**config.mk**
```make
export PLATFORM = sky130hd
export DESIGN_NAME = lsu_mem_ctrl
export DESIGN_NICKNAME = d
export VERILOG_FILES = /design/src/rtl/lsu_mem_ctrl.sv
export SDC_FILE = /design/constraint.sdc
export NUM_CORES = 1
export LEC_CHECK = 0
export ABC_AREA = 1
export CAP_MARGIN = 20
export CORE_ASPECT_RATIO = 0.6
export CORE_MARGIN = 3
export CORE_UTILIZATION = 47
export CTS_CLUSTER_DIAMETER = 120
export DETAILED_ROUTE_END_ITERATION = 8
export PLACE_DENSITY_LB_ADDON = 0.15
export SYNTH_ARGS = -nofsm -noshare
export SYNTH_HDL_FRONTEND = slang
export SYNTH_SLANG_ARGS = --single-unit
```
**constraint.sdc**
```tcl
create_clock -name clk -period 5.77 [get_ports clk]
set_input_delay 1.731 -clock clk [delete_from_list [all_inputs] [get_ports clk]]
set_output_delay 1.731 -clock clk [all_outputs]
set_load 0.02 [all_outputs]
```
**src/rtl/lsu_mem_ctrl.sv**
```systemverilog
// Load/store unit between the RV32I datapath and a word-wide data-memory bus.
// Handshake: mem_req is held with stable bus fields until mem_ready=1 or timeout.
module lsu_mem_ctrl #(
  parameter int TIMEOUT = 16
) (
  input  logic        clk,
  input  logic        reset,
  input  logic        memread,
  input  logic        memwrite,
  input  logic [2:0]  funct3,
  input  logic [31:0] addr,
  input  logic [31:0] wdata,
  output logic [31:0] readdata,
  output logic        stall,
  output logic        err,
  output logic        mem_req,
  output logic        mem_we,
  output logic [31:0] mem_addr,
  output logic [3:0]  mem_be,
  output logic [31:0] mem_wdata,
  input  logic [31:0] mem_rdata,
  input  logic        mem_ready,
  output logic [1:0]  o_dbg_state
);

  typedef enum logic [1:0] {IDLE = 2'd0, BUSY = 2'd1, DONE = 2'd2} state_t;

  state_t      r_state;
  logic [7:0]  r_cnt;
  logic [2:0]  r_funct3;
  logic [1:0]  r_off;
  logic [31:0] r_readdata;

  logic        w_valid;
  logic        w_f3_ok;
  logic        w_aligned;
  logic        w_legal;
  logic        w_bad;
  logic [3:0]  w_be;
  logic [31:0] w_wdata;
  logic [31:0] w_lane;
  logic [31:0] w_load;

  assign w_valid = memread ^ memwrite;

  always_comb begin
    w_f3_ok = 1'b0;
    case (funct3)
      3'b000, 3'b001, 3'b010: w_f3_ok = 1'b1;
      3'b100, 3'b101:         w_f3_ok = memread;
      default:                w_f3_ok = 1'b0;
    endcase
  end

  always_comb begin
    w_aligned = 1'b1;
    case (funct3[1:0])
      2'b01:   w_aligned = ~addr[0];
      2'b10:   w_aligned = (addr[1:0] == 2'b00);
      default: w_aligned = 1'b1;
    endcase
  end

  assign w_legal = w_valid & w_f3_ok & w_aligned;
  // Any request that cannot go to the bus retires immediately with a zero result.
  assign w_bad   = (memread | memwrite) & ~w_legal;

  always_comb begin
    w_be    = 4'b1111;
    w_wdata = wdata;
    if (memwrite) begin
      case (funct3)
        3'b000: begin
          w_be    = 4'b0001 << addr[1:0];
          w_wdata = {4{wdata[7:0]}};
        end
        3'b001: begin
          w_be    = addr[1] ? 4'b1100 : 4'b0011;
          w_wdata = {2{wdata[15:0]}};
        end
        default: begin
          w_be    = 4'b1111;
          w_wdata = wdata;
        end
      endcase
    end
  end

  always_comb begin
    w_lane = mem_rdata >> {r_off, 3'b000};
    case (r_funct3)
      3'b000:  w_load = {{24{w_lane[7]}}, w_lane[7:0]};
      3'b001:  w_load = {{16{w_lane[15]}}, w_lane[15:0]};
      3'b100:  w_load = {24'd0, w_lane[7:0]};
      3'b101:  w_load = {16'd0, w_lane[15:0]};
      default: w_load = mem_rdata;
    endcase
  end

  always_ff @(posedge clk or posedge reset) begin
    if (reset) begin
      r_state    <= IDLE;
      r_cnt      <= 8'd0;
      r_funct3   <= 3'd0;
      r_off      <= 2'd0;
      r_readdata <= 32'd0;
      err        <= 1'b0;
      mem_req    <= 1'b0;
      mem_we     <= 1'b0;
      mem_addr   <= 32'd0;
      mem_be     <= 4'd0;
      mem_wdata  <= 32'd0;
    end else begin
      case (r_state)
        IDLE: begin
          if (w_legal) begin
            mem_req   <= 1'b1;
            mem_we    <= memwrite;
            mem_addr  <= {addr[31:2], 2'b00};
            mem_be    <= w_be;
            mem_wdata <= w_wdata;
            r_funct3  <= funct3;
            r_off     <= addr[1:0];
            r_cnt     <= 8'd0;
            r_state   <= BUSY;
          end else if (w_bad) begin
            err <= 1'b1;
          end
        end
        BUSY: begin
          // A completion in the last allowed cycle takes priority over the timeout.
          if (mem_ready) begin
            mem_req <= 1'b0;
            if (!mem_we) r_readdata <= w_load;
            r_state <= DONE;
          end else if (r_cnt == 8'(TIMEOUT - 1)) begin
            mem_req    <= 1'b0;
            r_readdata <= 32'd0;
            err        <= 1'b1;
            r_state    <= DONE;
          end else begin
            r_cnt <= r_cnt + 8'd1;
          end
        end
        default: r_state <= IDLE;
      endcase
    end
  end

  assign stall       = ~reset & ((r_state == BUSY) | ((r_state == IDLE) & w_legal));
  assign readdata    = ((r_state == IDLE) & w_bad) ? 32'd0 : r_readdata;
  assign o_dbg_state = r_state;

endmodule

```
==> Word level (Yosys, flattened, before mapping) <==
Cells that the tools add are included.
Widths: inputs -> output; s select.
{ "totals": {"register_bits": 116, "output_inout_bits": 106, "elab_cells": 88} }
{ "op_classes": {"muxes": 29, "bitwise_logic": 12, "eq_ne": 19, "reduce_logical": 14, "shift": 2, "add_sub_neg": 1} }
{ "ops": {"columns": ["op", "count"], "rows": [
  ["$mux 32", 5],
  ["$pmux 32 s4", 1],
  ["$pmux 32 s2", 1],
  ["$shr 32x5->16", 1],
  ["$mux 8", 3],
  ["$pmux 8 s2", 1],
  ["$ne 2x2->1 const B", 7],
  ["$eq 3x3->1 const B", 4],
  ["$add 8x1->8 const B", 1],
  ["$eq 8x4->1 const B", 1],
  ["$mux 4", 2],
  ["$pmux 1 s2", 4],
  ["$pmux 4 s2", 1],
  ["$mux 1", 7],
  ["$and 1x1->1", 6],
  ["$eq 3x1->1 const B", 2],
  ["$logic_not 3->1", 2],
  ["$mux 2", 3],
  ["$reduce_and 3->1", 2],
  ["$reduce_and 5->1", 1],
  ["$eq 2x1->1 const B", 2],
  ["$logic_not 2->1", 2],
  ["$pmux 2 s2", 1],
  ["$reduce_and 2->1", 2],
  ["other kinds (11)", 15]
]} }

==> Longest topological paths before layout <==
{ "logic_depth": {"depth_word": 10, "depth_mapped": 13, "mapped_depth_nobuf": 12} }

==> Worst setup path before layout <==
OpenSTA, ideal clock, no wires.
{ "synth_timing": {"kind": "input -> output", "from": "input port funct3[0]", "to": "output port readdata[10]", "stages": 10, "required_time_ps": 4039, "setup_slack_ps": 1132, "arrival_ps": 2907, "path_cell_list": "inv_1 > ha_1 > inv_1 > a21oi_1 > nand2_1 > nand3_1 > nand2_1 > nor2_2 > buf_4 > nor2_1"} }
{ "synth_via": {"elab_chain_cells": 9} }
{ "synth_lines": {"columns": ["item", "line", "source"], "rows": [
  ["from (decl)", "10", "input logic [2:0] funct3,"],
  ["$eq 3x1->1, or another cell as far along", "48", "case (funct3)"],
  ["$reduce_or 3->1 / $reduce_or 2->1 (equally long branches)", "48", null],
  ["$pmux 1 s2", "48", null],
  ["$and 1x1->1", "64", "assign w_legal = w_valid & w_f3_ok & w_aligned;"],
  ["$and 1x1->1 (*)", "64", null],
  ["$not 1->1 (*)", "66", "assign w_bad = (memread | memwrite) & ~w_legal;"],
  ["$and 1x1->1 (*)", "66", null],
  ["$and 1x1->1 (*)", "151", "assign readdata = ((r_state == IDLE) & w_bad) ? 32'd0 : r_readdata;"],
  ["$mux 32 (*)", "151", null],
  ["to (decl)", "13", "output logic [31:0] readdata,"]
]} }
Mark *: on every way between the ends. The rest lies on a longest branch, timed or not.

==> Worst setup path after layout <==
{ "layout_timing": {"from": "input port funct3[0]", "to": "output port readdata[21]"} }
Same word-level chain as after synthesis.

==> results.yml <==
clocking:
  postCtsResizedCells: 32
  cts_tree: "done"
  cts_max_path_buffers: 2
  htreeDepth: 4
  post-cts-setup-buffers: 0
  clock_latency_ns: 0.41
  cts_buffers: 17
  cts_num_sinks: 116
  cts.hold.buffers_added: 0
  path_clk_slew_ns: 0.06
  cts_root_buffer: "clkbuf_16"
power:
  p_clk_share_pct: 23.3
  combPwrFrac_pct: 46.1
  power_leakage_nw: 4.868
  p_per_area_mw_per_mm2: 523.4
  max-vdd-ir-drop_mv: 0.2990
  p_int_mw: 2.756
  p_seq_share_pct: 30.6
  switching_share_pct: 42.13
  finalPower_mw: 4.762
  netSwitchingPower_mw: 2.006
detailed_routing:
  first_iter_violations: 641
  ant_nets: 0
  first_pass_iters: 7
  wl_mm: 20.38
  vias: 6649
  via_per_inst: 5.014
  wl_per_cell_um: 15.37
  drc: 0
cells_and_area:
  area_growth_pct: 41.12
  nFillCells: 1159
  diodes: 0
  drive_gt1_share_pct: 5.450
  nets: 1252
placement:
  dp_hpwl_mm: 14.73
  port_buffers: 207
  dpl_worst_slack_ns: -0.04269
  place_congestion: 0.9680
sta:
  grt_setup_unrepaired: "false"
  slew_headroom_pct: 42.03
  hold_viol_final: 0
  worst_hold_slack_ns: 0.4768
  finalClockSkew_ns: 0.009974
  fin_ws_ns: 0.1387
  setup_viol: 0
  fin_crit_ns: 5.631
  timing.final.crit_share_pct: 97.60
  slew_violations: 0
  max_freq_mhz: 177.6
  tightest_slew_ns: 0.8695
floorplanning:
  start_util_pct: 49.09
  io_pins: 210
  design.core.area_sq_mm: 0.01313
  die_area_sq_mm: 0.01521
  chipHeight_um: 96.73
  dieWidth_um: 157.2
  num_rows: 32
min_path:
  holdCritPathClass: "reg -> reg"
  hold_start: "r_readdata[5]$_DFFE_PP0P_"
global_routing:
  antenna_found_initial: 0
  gr-total-overflow: 0
  grt_usage_pct: 27.08
  grt_pass1_vias: 6020
  grt_max_degree: 86
  grt_pass1_wl_mm: 32.68
synthesis:
  synth_cell_types: 29
  synth_common_cells: "514 x nand2_1, 116 x dfrtp_1, 85 x nor2_1"
  synth.top_cell.area_share_pct: 45.02
  synth_largest_area_cell: "dfrtp_1"
  synth_ff_type: "dfrtp_1"
  synth_most_common_cell: "nand2_1"
  async_reset_ff_share_pct: 100.0
  syn_avg_cell_area_sq_um: 6.801
  postSynthCellCount: 948
  syn_area_sq_mm: 0.006447
  yosys_register_bits: 116
  yosysSeqAreaShare_pct: 45.02
  synth.top_cells.by_area: "dfrtp_1 45%, nand2_1 30%, nor2_1 4.9%"
  ys_warn_count: 0
  synth-edff-count: 0
critical_path:
  crit_start: "funct3[0]"
  cp-start-kind: "input pin"
  rr_startpoint: "r_off[0]$_DFFE_PP0P_"
  worst_setup_path_end_kind: "primary output"
  r2r-end: "r_readdata[6]$_DFFE_PP0P_"
  crit_end: "readdata[21]"
  cp.required_ns: 4.04
  rrSetupSlack_ns: 3.23
  path_class: "in -> out"
  reg2regPathDepth: 5
  arrival_ns: 3.90
  path_max_fanout: 32
flow_run:
  drv_cap: 0
run_status:
  outcome: "completed"
==> metrics by stage <==
stage	instance area (sq um)	setup TNS (ns)	utilization (%)	std cells
5_1_grt	9099	0	69.28	1326
6_report	9099	0	69.28	1326
4_1_cts	9099	0	69.28	1326
2_1_floorplan	6451	0	-	949
3_5_place_dp	8519	-0.7266	64.87	1294
3_3_place_gp	8519	0	64.87	1294
==> area by class of cell <==
| cell class | count | area, sq um | share of cell area, % |
|---|---|---|---|
| Clock inverter | 15 | 193.9 | 2.131 |
| Sequential cell | 116 | 2903 | 31.90 |
| Clock buffer | 17 | 425.4 | 4.675 |
| Multi-Input combinational cell | 708 | 2934 | 32.25 |
| Inverter | 84 | 317.8 | 3.493 |
| Timing Repair Buffer | 216 | 2112 | 23.21 |
| Tap cell | 170 | 212.7 | 2.338 |
==> cells by family after synthesis <==
group / share of synthesized area (%)
DFF: 45.02
other: 0.05816
AOI/OAI and AO/OA: 3.590
adders and majority gates: 0.9703
and+or+nand+nor: 40.69
buffers and inverters: 9.664
==> critical path, cell delays in order <==
cell             delay, ns
clkdlybuf4s50_1       0.53
inv_1                 0.11
ha_1                  0.30
inv_1                 0.04
a21oi_1               0.10
nand2_1               0.10
nand3_1               0.10
nand2_1               0.11
nor2_2                0.15
buf_12                0.20
nor2_1                0.07
dlygate4sd2_1         0.32
==> registers in the layout (all words and copies together) (netlist names) <==
| signal | flops |
|---|---|
| r_funct3 | 3 |
| r_cnt | 8 |
| mem_be | 4 |
| o_dbg_state | 2 |
| mem_addr | 30 |
| mem_we | 1 |
| mem_req | 1 |
| r_readdata | 32 |
| err | 1 |
| mem_wdata | 32 |
| r_off | 2 |
==> worst min path at each step <==
stage,end,slack (ns),cells after the start
after floorplan,r_readdata[1]$_DFFE_PP0P_,0.44,2
after global routing,mem_addr[16]$_DFFE_PP0P_,0.49,2
after global placement,r_readdata[3]$_DFFE_PP0P_,0.46,2
final,r_readdata[5]$_DFFE_PP0P_,0.48,2
after detailed placement,mem_wdata[17]$_DFFE_PP0P_,0.46,2
after CTS,r_readdata[3]$_DFFE_PP0P_,0.48,2
==> cell usage in the layout (no fill, tap or decap), types with 7 or more instances in the layout <==
| cell | Yosys | routed |
|---|---|---|
| a21oi_1 | 12 | 12 |
| buf_4 | 13 | 8 |
| clkbuf_16 | 0 | 17 |
| clkdlybuf4s50_1 | 0 | 175 |
| dfrtp_1 | 116 | 116 |
| dlygate4sd2_1 | 0 | 32 |
| inv_1 | 76 | 75 |
| inv_2 | 7 | 7 |
| nand2_1 | 514 | 514 |
| nand3_1 | 44 | 44 |
| nor2_1 | 85 | 85 |
| o21ai_0 | 16 | 16 |
==> power by group through the flow <==
| stage | registers (mW) | clock network, mW | logic (mW) |
|---|---|---|---|
| 2_1_floorplan | 1.66 | 0 | 1.07 |
| 3_3_place_gp | 1.45 | 0 | 2.22 |
| 3_5_place_dp | 1.46 | 0 | 2.25 |
| 4_1_cts | 1.46 | 1.12 | 2.20 |
| 5_1_grt | 1.51 | 1.17 | 2.40 |
| 6_report | 1.46 | 1.11 | 2.20 |
==> routing by layer <==
layer / vias to the layer above / wire (um) / GRT usage, %
met4: 0 / 170 / 5.400
met3: 14 / 1839 / 5.990
li1: 3270 / - / -
met1: 3058 / 9954 / 43.63
met2: 307 / 8411 / 37.12
met5: - / 0 / 0
Note: power is estimated with default switching activity, not from simulation.
